$ cat src/rtl/mc_bus_responder.sv
// MCU parallel-bus responder: synchronizes the asynchronous MCU strobes, address and
// data into the clock domain, turns each MCU write into a one-cycle reg_wr and each
// MCU read into a reg_rd request whose returned data is driven back while the read lasts.
module mc_bus_responder #(
    parameter int unsigned MC_DATA_WIDTH = 16,
    parameter int unsigned MC_ADD_WIDTH = 6,
    parameter int unsigned SYNC_STAGES = 2,
    parameter int unsigned RD_TIMEOUT = 8,
    parameter logic [MC_DATA_WIDTH-1:0] TIMEOUT_DATA = 16'hDEAD
) (
    input  logic                     clock,
    input  logic                     reset,
    input  logic                     mc_ce,
    input  logic                     mc_we,
    input  logic                     mc_oe,
    input  logic [MC_ADD_WIDTH-1:0]  mc_add,
    input  logic [MC_DATA_WIDTH-1:0] mc_data_in,
    output logic [MC_DATA_WIDTH-1:0] mc_data_out,
    output logic                     mc_data_oe,
    output logic                     reg_wr,
    output logic                     reg_rd,
    output logic [MC_ADD_WIDTH-1:0]  reg_addr,
    output logic [MC_DATA_WIDTH-1:0] reg_wdata,
    input  logic [MC_DATA_WIDTH-1:0] reg_rdata,
    input  logic                     reg_rvalid,
    output logic                     bus_err,
    output logic [7:0]               err_count
);

    localparam int unsigned TW = $clog2(RD_TIMEOUT) + 1;
    localparam logic [TW-1:0] TmoLast = TW'(RD_TIMEOUT - 1);

    typedef enum logic [1:0] {StIdle, StWrHold, StRdWait, StRdDrive} state_e;

    // Synchronizers: bit 0 is the first stage, the top bit is the synchronized value
    logic [SYNC_STAGES-1:0]   ce_sync_q, we_sync_q, oe_sync_q;
    logic [MC_ADD_WIDTH-1:0]  add_pipe_q  [SYNC_STAGES];
    logic [MC_DATA_WIDTH-1:0] data_pipe_q [SYNC_STAGES];
    logic                     we_prev_q, oe_prev_q;
    logic                     ce_s, we_s, oe_s;
    logic                     we_fall, oe_fall, wr_start, rd_start;

    state_e                   state_q, state_d;
    logic [TW-1:0]            tmo_cnt_q, tmo_cnt_d;
    logic                     reg_wr_q, reg_wr_d, reg_rd_q, reg_rd_d;
    logic [MC_ADD_WIDTH-1:0]  reg_addr_q, reg_addr_d;
    logic [MC_DATA_WIDTH-1:0] reg_wdata_q, reg_wdata_d;
    logic [MC_DATA_WIDTH-1:0] hold_q, hold_d;
    logic                     data_oe_q, data_oe_d;
    logic                     bus_err_q, bus_err_d;
    logic [7:0]               err_count_q, err_count_d;

    assign ce_s = ce_sync_q[SYNC_STAGES-1];
    assign we_s = we_sync_q[SYNC_STAGES-1];
    assign oe_s = oe_sync_q[SYNC_STAGES-1];

    assign we_fall  = we_prev_q & ~we_s;
    assign oe_fall  = oe_prev_q & ~oe_s;
    assign wr_start = we_fall & ~ce_s & oe_s;
    assign rd_start = oe_fall & ~ce_s & we_s;

    // Strobe synchronizers, equal-depth address/data pipelines and edge-detect history
    always_ff @(posedge clock) begin
        if (reset) begin
            ce_sync_q <= '1;
            we_sync_q <= '1;
            oe_sync_q <= '1;
            we_prev_q <= 1'b1;
            oe_prev_q <= 1'b1;
            for (int i = 0; i < SYNC_STAGES; i++) begin
                add_pipe_q[i]  <= '0;
                data_pipe_q[i] <= '0;
            end
        end else begin
            ce_sync_q      <= {ce_sync_q[SYNC_STAGES-2:0], mc_ce};
            we_sync_q      <= {we_sync_q[SYNC_STAGES-2:0], mc_we};
            oe_sync_q      <= {oe_sync_q[SYNC_STAGES-2:0], mc_oe};
            we_prev_q      <= we_s;
            oe_prev_q      <= oe_s;
            add_pipe_q[0]  <= mc_add;
            data_pipe_q[0] <= mc_data_in;
            for (int i = 1; i < SYNC_STAGES; i++) begin
                add_pipe_q[i]  <= add_pipe_q[i-1];
                data_pipe_q[i] <= data_pipe_q[i-1];
            end
        end
    end

    // Next-state and next-output logic for the access FSM
    always_comb begin
        state_d     = state_q;
        tmo_cnt_d   = tmo_cnt_q;
        reg_wr_d    = 1'b0;
        reg_rd_d    = 1'b0;
        reg_addr_d  = reg_addr_q;
        reg_wdata_d = reg_wdata_q;
        hold_d      = hold_q;
        bus_err_d   = 1'b0;
        unique case (state_q)
            StIdle: begin
                if (wr_start) begin
                    reg_wr_d    = 1'b1;
                    reg_addr_d  = add_pipe_q[SYNC_STAGES-1];
                    reg_wdata_d = data_pipe_q[SYNC_STAGES-1];
                    state_d     = StWrHold;
                end else if (rd_start) begin
                    reg_rd_d   = 1'b1;
                    reg_addr_d = add_pipe_q[SYNC_STAGES-1];
                    tmo_cnt_d  = '0;
                    state_d    = StRdWait;
                end else if (we_fall || oe_fall) begin
                    // Strobe fell with chip deselected, or both strobes active
                    bus_err_d = 1'b1;
                end
            end
            StWrHold: begin
                if (we_s || ce_s) state_d = StIdle;
            end
            StRdWait: begin
                // An MCU abort wins; a late reg_rvalid is then ignored in IDLE
                if (oe_s || ce_s) begin
                    state_d = StIdle;
                end else if (reg_rvalid) begin
                    hold_d  = reg_rdata;
                    state_d = StRdDrive;
                end else if (tmo_cnt_q == TmoLast) begin
                    hold_d    = TIMEOUT_DATA;
                    bus_err_d = 1'b1;
                    state_d   = StRdDrive;
                end else begin
                    tmo_cnt_d = tmo_cnt_q + 1'b1;
                end
            end
            StRdDrive: begin
                if (oe_s || ce_s) state_d = StIdle;
            end
            default: state_d = StIdle;
        endcase
        data_oe_d   = (state_d == StRdDrive);
        err_count_d = (bus_err_d && err_count_q != 8'hFF) ? err_count_q + 8'd1 : err_count_q;
    end

    // State and registered outputs
    always_ff @(posedge clock) begin
        if (reset) begin
            state_q     <= StIdle;
            tmo_cnt_q   <= '0;
            reg_wr_q    <= 1'b0;
            reg_rd_q    <= 1'b0;
            reg_addr_q  <= '0;
            reg_wdata_q <= '0;
            hold_q      <= '0;
            data_oe_q   <= 1'b0;
            bus_err_q   <= 1'b0;
            err_count_q <= '0;
        end else begin
            state_q     <= state_d;
            tmo_cnt_q   <= tmo_cnt_d;
            reg_wr_q    <= reg_wr_d;
            reg_rd_q    <= reg_rd_d;
            reg_addr_q  <= reg_addr_d;
            reg_wdata_q <= reg_wdata_d;
            hold_q      <= hold_d;
            data_oe_q   <= data_oe_d;
            bus_err_q   <= bus_err_d;
            err_count_q <= err_count_d;
        end
    end

    assign mc_data_out = hold_q;
    assign mc_data_oe  = data_oe_q;
    assign reg_wr      = reg_wr_q;
    assign reg_rd      = reg_rd_q;
    assign reg_addr    = reg_addr_q;
    assign reg_wdata   = reg_wdata_q;
    assign bus_err     = bus_err_q;
    assign err_count   = err_count_q;

endmodule

$ cat config.mk
export PLATFORM = sky130hd
export DESIGN_NAME = mc_bus_responder
export DESIGN_NICKNAME = d
export VERILOG_FILES = /design/src/rtl/mc_bus_responder.sv
export SDC_FILE = /design/constraint.sdc
export NUM_CORES = 1
export LEC_CHECK = 0
export BUFFER_PORTS_ARGS = -buffer_cell sky130_fd_sc_hd__buf_4
export CAP_MARGIN = 20
export CORE_UTILIZATION = 54
export CTS_BUF_LIST = sky130_fd_sc_hd__clkbuf_4 sky130_fd_sc_hd__clkbuf_8 sky130_fd_sc_hd__clkbuf_16
export DETAILED_ROUTE_END_ITERATION = 10
export GPL_TIMING_DRIVEN = 0
export PLACE_DENSITY = 0.83
export SLEW_MARGIN = 5
export SYNTH_ARGS = -nofsm -noshare
export SYNTH_HDL_FRONTEND = slang
export SYNTH_SLANG_ARGS = --single-unit
$ cat constraint.sdc
create_clock -name clock -period 4 [get_ports clock]
set_input_delay 0.2 -clock clock [delete_from_list [all_inputs] [get_ports clock]]
set_output_delay 0.2 -clock clock [all_outputs]
set_load 0.03 [all_outputs]
==> out/qor.yml, run 1 <==
floorplan:
  rows: 29
  initial_core_util: 0.565
  design.core.area_um2: 6420
  fp.dieH_um: 84.0
  ios: 94
  dieArea_um2: 7050
  fp.dieW_um: 84.0
final_layout:
  area_growth_pct: 28.6
  ff_latch_area_um2: 2160
  fin_cells: 535
  multi_input_area_um2: 1350
  drive_gt1_frac: 0.303
  fillers: 475
  finalNetCount: 499
  final_area_um2: 4670
  n_antenna_cell: 0
clock_network:
  post_cts_resize_count: 0
  post_cts_buffers: 0
  cts.sinks: 108
  cts_max_path_buffers: 2
  clk_pin_slew_worst_paths_ns: 0.11
  root_buffer: "clkbuf_8"
  cts-buffers-inserted: 9
  cts_tree: "done"
  cts_hold_buffers: 3
  h-tree-depth: 3
  clkLatencyLatePin_ns: 0.39
critical_path:
  cp_max_fo: 10
  crit_required_ns: 4.26
  crit_family: "compound AO/OA/AOI/OAI gates"
  end_kind: "flop"
  crit_path_max_incr_delay_ns: 0.47
  slowest_stage: "dfxtp_1"
  critPathArrivalTime_ns: 2.32
  crit_chain: "and4bb_1, nand2b_1, o22a_1, buf_2, o41ai_1, a21oi_1"
  crit_type: "reg -> reg"
  worst-path-buf-inv: 1
  start_kind: "flop"
pwr:
  power.net_switching_mw: 0.457
  p_per_area_nw_per_um2: 412
  p_int_mw: 1.47
  p_leak_nw: 1.90
  ir_drop_v: 0.000319
  sw_frac_of_total: 0.237
  pwr-share-seq: 0.577
  power_frac_comb: 0.052
  power_frac_clock: 0.371
timing:
  worstMarginPinSlew_ns: 0.630
  slew_headroom: 0.576
  fin_crit_ns: 2.06
  tns_ns: 0
  slew_violations: 0
  hold_ws_ns: 0.0148
  finalCritPeriodShare: 0.516
  rsz0062_at_grt: "no"
  hold_violations: 0
  fin_skew_ns: 0.00884
  finalSetupViolCount: 0
  max_freq_mhz: 484
synthesis:
  yosysMostFrequentCell: "dfxtp_1"
  avgSynthCellArea_um2: 10.5
  yosysTopAreaCellShare: 0.596
  synth_nets: 393
  ys_top_cells_by_count: "dfxtp_1, nor2b_1, nand2_1"
  synthCells: 347
  async_reset_ff_frac: 0
  synthTopCellsByArea: "dfxtp_1, nor2b_1, nand2_1"
  syn-cell-area_um2: 3630
  synth_warnings: 0
  ys_seq_elements: 108
  yosys.area.top_type: "dfxtp_1"
  synth_edf_count: 0
  synthDistinctLibCells: 47
  yosysSeqAreaShare: 0.596
  synth_ff_type: "dfxtp_1"
global_route:
  grt_pass1_vias: 2602
  grt_max_degree: 22
  grt_pass1_wl_um: 11900
  grt_antenna_before_repair: 0
  grt_overflow: 0
  grtUsageTotal: 0.217
drt:
  dr.pass1.iters: 8
  ant_nets: 0
  wl_per_cell_um: 13.3
  viasPerCell: 5.18
  drc_errors: 17
  vias: 2769
  wirelength_um: 7120
  drt_iter0_markers: 116
placed_design:
  port_buffers: 92
  gp_congestion: 0.815
  dp_cells: 516
  dpl_cell_area_um2: 4410
  hpwl_um: 5190
status:
  failed_checks: "design-rule violations"
  status: "finished with violations"
hold_path:
  min_path_type: "in -> reg"
flow_run:
  drv_cap: 0
-- final timing paths --
| path | startpoint | endpoint | slack (ns) | depth (start not counted) |
|---|---|---|---|---|
| worst max-delay path | ce_sync_q[1]$_SDFF_PP1_ | err_count[5]$_SDFFE_PP0P_ | 1.94 | 6 |
| worst max register to register | ce_sync_q[1]$_SDFF_PP1_ | err_count[5]$_SDFFE_PP0P_ | 1.94 | 6 |
| worst min-delay path | mc_data_in[2] | data_pipe_q[0][2]$_SDFF_PP0_ | 0.01 | 2 |
| worst min register to register | ce_sync_q[0]$_SDFF_PP1_ | ce_sync_q[1]$_SDFF_PP1_ | 0.42 | 1 |
-- worst reg2reg max path: stages (launching register included) --
cell,delay (ns)
dfxtp_1,0.47
and4bb_1,0.27
nand2b_1,0.19
o22a_1,0.30
buf_2,0.21
o41ai_1,0.38
a21oi_1,0.12
-- state kept, by name (all words and copies together), names as in the netlist --
register / cells
err_count: 8
reg_wr: 1
tmo_cnt_q: 4
we_sync_q: 2
reg_wdata: 16
reg_addr: 6
oe_sync_q: 2
ce_sync_q: 2
bus_err: 1
oe_prev_q: 1
we_prev_q: 1
add_pipe_q: 12
reg_rd: 1
mc_data_out: 16
state_q: 2
mc_data_oe: 1
data_pipe_q: 32
-- layout by cell type, fill, tap and decap left out, drive strengths merged, types with 2 or more instances in the layout --
master | netlist | final
mux2i | 7 | 7
o31a | 2 | 2
o41ai | 2 | 2
inv | 4 | 9
nor2b | 44 | 44
dlygate4sd3 | 0 | 3
dfxtp | 108 | 108
nor2 | 21 | 21
clkbuf | 15 | 24
o21a | 3 | 3
or4 | 2 | 2
o21ai | 4 | 4
ha | 2 | 2
or4b | 3 | 3
nor4 | 3 | 3
nand2b | 3 | 3
or2 | 7 | 7
a21oi | 21 | 21
nand2 | 44 | 44
a22oi | 5 | 5
o221a | 12 | 12
and2 | 2 | 2
buf | 4 | 96
nand4b | 2 | 2
nor3 | 4 | 4
nand3 | 6 | 6
-- power by group through the flow --
stage	combinational [mW]	sequential [mW]	clock, mW
CTS	0.100	1.11	0.727
detailed placement	0.0978	1.14	0
finish	0.0994	1.11	0.714
global placement	0.0951	1.13	0
global route	0.109	1.11	0.770
floorplan	0.0446	1.14	0
-- layout make-up --
class | count | area share
Sequential cell | 108 | 0.463
Multi-Input combinational cell | 215 | 0.289
Timing Repair Buffer | 95 | 0.154
Clock buffer | 9 | 0.0265
Buffer | 20 | 0.0215
Clock inverter | 7 | 0.0209
Tap cell | 77 | 0.0206
Inverter | 4 | 0.00322
-- per-stage QoR --
stage | power (mW) | worst slack [ns] | util
finish | 1.92 | 1.94 | 0.726
global route | 1.99 | 1.80 | 0.726
CTS | 1.94 | 1.94 | 0.726
detailed placement | 1.23 | 1.96 | 0.687
global placement | 1.23 | 2.03 | 0.687
floorplan | 1.18 | 2.16 | -
-- metal layers --
layer	vias up	track usage	share of wire
met5	-	0	0
met4	0	0.103	0.022
met3	16	0.0722	0.077
met2	99	0.371	0.50
met1	1262	0.242	0.40
li1	1392	-	-
-- logic make-up after synthesis --
logic type | synth area share
DFF | 0.596
adders and majority gates | 0.00690
and+or+nand+nor | 0.225
xor gates and xnor gates | 0.00242
muxes | 0.0193
buffers and inverters | 0.0317
AOI/OAI and AO/OA | 0.118
(Power assumes the default switching activity.)
==> run 2: changes to the inputs <==
CORE_UTILIZATION = 47   (was 54)
PLACE_DENSITY = 0.77   (was 0.83)
clock period = 1.8 ns   (was 4 ns; I/O delays follow)
==> run 2 against run 1 <==
The flow finishes with violations (negative setup slack); sequential power rose by 120%; count of clock-buffer cells in the layout did not move; critical path depth did not move; combinational power rose to 3.1 times the previous value; largest cell class unchanged.
==> out/qor.yml, run 2 (synthesis gave the netlist of run 1 again) <==
critical_path:
  r2r-end: "tmo_cnt_q[0]$_SDFFE_PP0P_"
  critPathArrivalTime_ns: 2.18  # -0.14 ns
  crit_type: "reg -> reg"
  crit_path_end: "tmo_cnt_q[0]$_SDFFE_PP0P_"
  crit_start: "tmo_cnt_q[0]$_SDFFE_PP0P_"
  rr_worst_depth: 6  # unchanged
  end_kind: "flop"
  crit_path_max_incr_delay_ns: 0.49  # +0.02 ns
  crit_required_ns: 2.10  # -2.16 ns
  cp_max_fo: 4  # -6
  crit_chain: "ha_4, and3b_2, o32ai_4, nand3b_4, or4b_4, a21oi_2"
  slowest_stage: "or4b_4"
  start_kind: "flop"
  reg2reg_slack_ns: -0.08  # -2.02 ns
  worstReg2RegStart: "tmo_cnt_q[0]$_SDFFE_PP0P_"
final_layout:
  finalNetCount: 549  # +10%
  area_growth_pct: 46.4
  n_antenna_cell: 0  # unchanged
  top_register: "data_pipe_q"
  drive_gt1_frac: 0.348  # +0.0449
  final_area_um2: 5310  # +14%
  largest_reg_flops: 32  # unchanged
  final_common_cell: "buf_4"
  mostFrequentLayoutCells: "buf_4, dfxtp_1, nor2b_1, nand2_1, dlygate4sd3_1"
flow_run:
  drv_cap: 0  # unchanged
drt:
  vias: 2952  # +6.6%
  wl_per_cell_um: 13.2  # -0.57%
  dr.pass1.iters: 4  # -4
  drc_errors: 0  # -17
  viasPerCell: 4.86  # -6.0%
  wirelength_um: 8040  # +13%
  ant_nets: 0  # unchanged
  drt_iter0_markers: 84  # -28%
placed_design:
  dpl_cell_area_um2: 4440  # +0.68%
  pre_cts_ws_ns: -0.196  # -2.16 ns
  hpwl_um: 4990  # -3.9%
  gp_congestion: 0.810  # -0.53%
  port_buffers: 92  # unchanged
floorplan:
  ios: 94  # unchanged
  dieArea_um2: 8070  # +15%
  rows: 31  # +6.9%
  initial_core_util: 0.492  # -0.0726
  design.core.area_um2: 7370  # +15%
  fp.dieW_um: 89.9  # +7.0%
  fp.dieH_um: 89.9  # +7.0%
clock_network:
  cts.sinks: 108  # unchanged
  root_buffer: "clkbuf_8"
  h-tree-depth: 3  # unchanged
  clkLatencyLatePin_ns: 0.36  # -0.03 ns
  cts-buffers-inserted: 9  # unchanged
  cts_max_path_buffers: 2  # unchanged
  clk_pin_slew_worst_paths_ns: 0.10  # about the same
  cts_tree: "done"
status:
  failed_checks: "negative setup slack"
  status: "finished with violations"
timing:
  fin_ws_ns: -0.0850  # -2.02 ns
  hold_violations: 0  # unchanged
  finalCritPeriodShare: 1.05  # +0.531
  rsz0062_at_grt: "yes"
  fin_crit_ns: 1.88  # -0.180 ns
  hold_ws_ns: 0.143  # +0.128 ns
  finalSetupViolCount: 5  # +5
  slew_violations: 0  # unchanged
  max_freq_mhz: 531  # +9.5%
  slew_headroom: 0.614  # +0.0383
  fin_skew_ns: 0.00452  # -0.00431 ns
  worstMarginPinSlew_ns: 0.579  # -0.0508 ns
global_route:
  grt_pass1_wl_um: 12900  # +8.6%
  grt_pass1_vias: 2780  # +6.8%
  grtUsageTotal: 0.201  # -0.0158
  grt_max_degree: 20  # -9.1%
  grt_overflow: 0  # unchanged
  grt_antenna_before_repair: 0  # unchanged
pwr:
  p_per_area_nw_per_um2: 806  # +95%
  ir_drop_v: 0.000890  # +180%
  p_leak_nw: 2.13  # +12%
hold_path:
  min_path_type: "in -> reg"
==> run 2: worst min path at each step <==
| stage | slack (ns) | to | startpoint | depth (start not counted) |
|---|---|---|---|---|
| finish | 0.14 | mc_data_out[0]$_SDFFE_PP0P_ | reg_rvalid | 3 |
| global route | 0.17 | mc_data_out[0]$_SDFFE_PP0P_ | reg_rvalid | 3 |
| CTS | 0.13 | mc_data_out[0]$_SDFFE_PP0P_ | reg_rvalid | 3 |
| detailed placement | 0.30 | ce_sync_q[0]$_SDFF_PP1_ | mc_ce | 2 |
| global placement | 0.30 | ce_sync_q[0]$_SDFF_PP1_ | mc_ce | 2 |
| floorplan | 0.19 | ce_sync_q[0]$_SDFF_PP1_ | mc_ce | 1 |
==> run 2: routing by layer <==
layer,share of wire,vias to the layer above,track usage
met5,0,-,0
met4,0.013,0,0.0766
met3,0.057,8,0.0533
met2,0.50,98,0.346
met1,0.43,1347,0.239
li1,-,1499,-
==> run 2: final cells by class <==
type | count | area [µm²]
Tap cell | 99 | 124
Inverter | 4 | 15.0
Timing Repair Buffer | 148 | 1210
Fill cell | 540 | 2060
Multi-Input combinational cell | 215 | 1480
Clock buffer | 9 | 124
Buffer | 17 | 91.3
Clock inverter | 7 | 82.6
Sequential cell | 108 | 2180
==> run 2: repair_timing <==
item	CTS	global route
hold endpoints to repair	41	0
resized for setup	14	25
hold buffers	41	0
setup endpoints to repair	27	19
buffers inserted	7	8
pin swaps	3	10
==> run 2: power by group <==
group	total (mW)	switching (mW)	leakage, nW	internal (mW)
registers	2.47	0.0219	0.884	2.44
clock network	1.50	0.832	0.104	0.667
logic	0.312	0.123	1.15	0.188
total	4.28	0.977	2.13	3.30
==> run 2: stage by stage <==
stage	power, mW	TNS [ns]	utilization	std cells
6_report	4.28	-0.185	0.720	607
5_1_grt	4.45	-0.829	0.720	607
4_1_cts	4.29	-0.360	0.700	601
3_5_place_dp	2.74	-1.97	0.603	538
3_3_place_gp	2.73	-1.58	0.603	538
2_1_floorplan	2.63	-0.0287	-	347
==> run 2: critical path: cells and delay by family, from the launching register on <==
kind                       cells  cell delay [ns]
adders and majority gates      1             0.16
AOI/OAI and AO/OA              2             0.44
DFF                            1             0.38
and+or+nand+nor                3             0.85
==> run 3: changes to the inputs <==
CORE_UTILIZATION = 40   (was 47)
PLACE_DENSITY = 0.68   (was 0.77)
==> run 3 against run 2 <==
The flow still finishes with violations (negative setup slack); setup slack got worse by 0.0079 ns; count of clock-buffer cells in the layout stayed put; die area rose by 17%; routed wire length is 6.5% higher; critical path depth unchanged; fmax decreased by 0.42%; via count up 1.2%; sequential power barely moved; utilization down 12 points; cell area decreased by 1.5%; largest cell class unchanged.
==> out/qor.yml, run 3 (synthesis gave the netlist of run 1 again) <==
status:
  status: "finished with violations"
  failed_checks: "negative setup slack"
clock_network:
  cts_tree: "done"
  h-tree-depth: 3  # unchanged
  cts-buffers-inserted: 9  # unchanged
  clkLatencyLatePin_ns: 0.36  # about the same
  root_buffer: "clkbuf_8"
  cts_max_path_buffers: 2  # unchanged
  clk_pin_slew_worst_paths_ns: 0.10  # about the same
  cts.sinks: 108  # unchanged
pwr:
  p_per_area_nw_per_um2: 790  # -2.0%
  ir_drop_v: 0.000454  # -49%
  p_total_mw: 4.13  # -3.4%
  power.net_switching_mw: 0.976  # -0.12%
  p_int_mw: 3.16  # -4.4%
  sw_frac_of_total: 0.236  # +0.00777
  power_frac_comb: 0.075  # +0.002
  pwr-share-seq: 0.597  # +0.020
  p_leak_nw: 2.11  # -1.2%
  power_frac_clock: 0.328  # -0.022
final_layout:
  fin_util: 0.597  # -0.123
  n_antenna_cell: 0  # unchanged
  final_common_cell: "buf_4"
  largest_reg_flops: 32  # unchanged
  drive_gt1_frac: 0.349  # about the same
  area_growth_pct: 44.2
  finalNetCount: 547  # -0.36%
  top_register: "data_pipe_q"
  final_area_um2: 5230  # -1.5%
  mostFrequentLayoutCells: "buf_4, dfxtp_1, nor2b_1, nand2_1, dlygate4sd3_1"
floorplan:
  fp.dieH_um: 97.2  # +8.2%
  dieArea_um2: 9450  # +17%
  design.core.area_um2: 8760  # +19%
  initial_core_util: 0.414  # -0.0783
  ios: 94  # unchanged
  rows: 34  # +9.7%
  fp.dieW_um: 97.2  # +8.2%
placed_design:
  gp_congestion: 0.792  # -2.2%
  port_buffers: 92  # unchanged
  pre_cts_ws_ns: -0.223  # -0.0264 ns
  hpwl_um: 5510  # +11%
  dpl_cell_area_um2: 4460  # +0.25%
timing:
  fin_crit_ns: 1.89  # +0.00794 ns
  hold_violations: 0  # unchanged
  fin_skew_ns: 0.00832  # +0.00380 ns
  hold_ws_ns: 0.0193  # -0.123 ns
  finalCritPeriodShare: 1.05  # +0.00441
  max_freq_mhz: 528  # -0.42%
  finalSetupViolCount: 12  # +7
  fin_ws_ns: -0.0929  # -0.00794 ns
  rsz0062_at_grt: "yes"
  worstMarginPinSlew_ns: 0.591  # +0.0123 ns
  slew_violations: 0  # unchanged
  slew_headroom: 0.606  # -0.00819
critical_path:
  start_kind: "flop"
  crit_required_ns: 2.09  # about the same
  critPathArrivalTime_ns: 2.19  # about the same
  crit_family: "simple AND/OR/NAND/NOR gates"
  crit_type: "reg -> reg"
  end_kind: "flop"
  crit_path_max_incr_delay_ns: 0.41  # -0.08 ns
  slowest_stage: "or4_4"
  crit_chain: "and4bb_2, nand2b_4, o22a_2, buf_4, or4_4, a21oi_2"
  cp_max_fo: 7  # +3
  worst-path-buf-inv: 1  # +1
drt:
  vias: 2988  # +1.2%
  drt_iter0_markers: 102  # +21%
  wl_per_cell_um: 14.0  # +5.4%
  wirelength_um: 8560  # +6.5%
  viasPerCell: 4.87  # +0.23%
  ant_nets: 0  # unchanged
  drc_errors: 0  # unchanged
  dr.pass1.iters: 4  # unchanged
global_route:
  grt_pass1_wl_um: 13600  # +5.0%
  grt_antenna_before_repair: 0  # unchanged
  grt.met2_usage: 0.322  # -0.0238
  grt_most_used_layer: "met2"
  grt_max_degree: 20  # unchanged
  grt_overflow: 0  # unchanged
  grtUsageTotal: 0.177  # -0.0243
  grt_use_met3: 0.0460  # -0.00726
  grt_pass1_vias: 2896  # +4.2%
  grt_use_met1: 0.211  # -0.0284
flow_run:
  drv_cap: 0  # unchanged
hold_path:
  min_path_type: "in -> reg"
## run 3: cell count changes in the layout (fill, tap and decap cells not counted), moves of 2 or more
cell	change
buf_4	-2
inv_6	+2
or4b_1	+2
or4b_4	-2
## run 3: layout make-up
cell class,count,area [µm²]
tap,108,135
inverter,4,15.0
clock inverter,6,55.1
timing repair buffer,145,1190
fill,707,3530
sequential,108,2180
multi-input combinational,215,1440
clock buffer,9,124
buffer,18,93.8
## run 3: metal layers
layer  share of wire  vias up  wire length [µm]
met2            0.53       85              4500
met5               0        -                 0
met3           0.047        2               399
li1                -     1494                 -
met4          0.0012        0                10
met1            0.43     1407              3650
## run 3: power by group through the flow
stage                     combinational (mW)  sequential, mW  clock, mW
after floorplan                       0.0991            2.53          0
after global placement                 0.215            2.52          0
after detailed placement               0.221            2.52          0
after CTS                              0.291            2.47       1.39
after global routing                   0.336            2.48       1.49
final                                  0.310            2.47       1.35
## run 3: path summary, 6_finish.rpt
kind                            slack [ns]               startpoint  depth (start not counted)                           to
worst max-delay path                 -0.09  ce_sync_q[1]$_SDFF_PP1_                          6    err_count[4]$_SDFFE_PP0P_
worst max register to register       -0.09  ce_sync_q[1]$_SDFF_PP1_                          6    err_count[4]$_SDFFE_PP0P_
worst min-delay path                  0.02             reg_rdata[2]                          2  mc_data_out[2]$_SDFFE_PP0P_
worst min register to register        0.42  oe_sync_q[0]$_SDFF_PP1_                          1      oe_sync_q[1]$_SDFF_PP1_
## run 3: per-stage QoR
step                TNS, ns  instances
floorplan           -0.0287        347
global placement      -1.99        547
detailed placement    -3.50        547
CTS                  -0.574        604
global route          -1.63        613
finish               -0.436        613
## run 3: timing repair
action	in CTS	in global routing
cloned	0	1
pin swaps	3	13
resized for setup	12	24
endpoints found under the hold margin	39	1
setup endpoints to repair	27	36
setup buffers	4	9
hold buffers	39	1
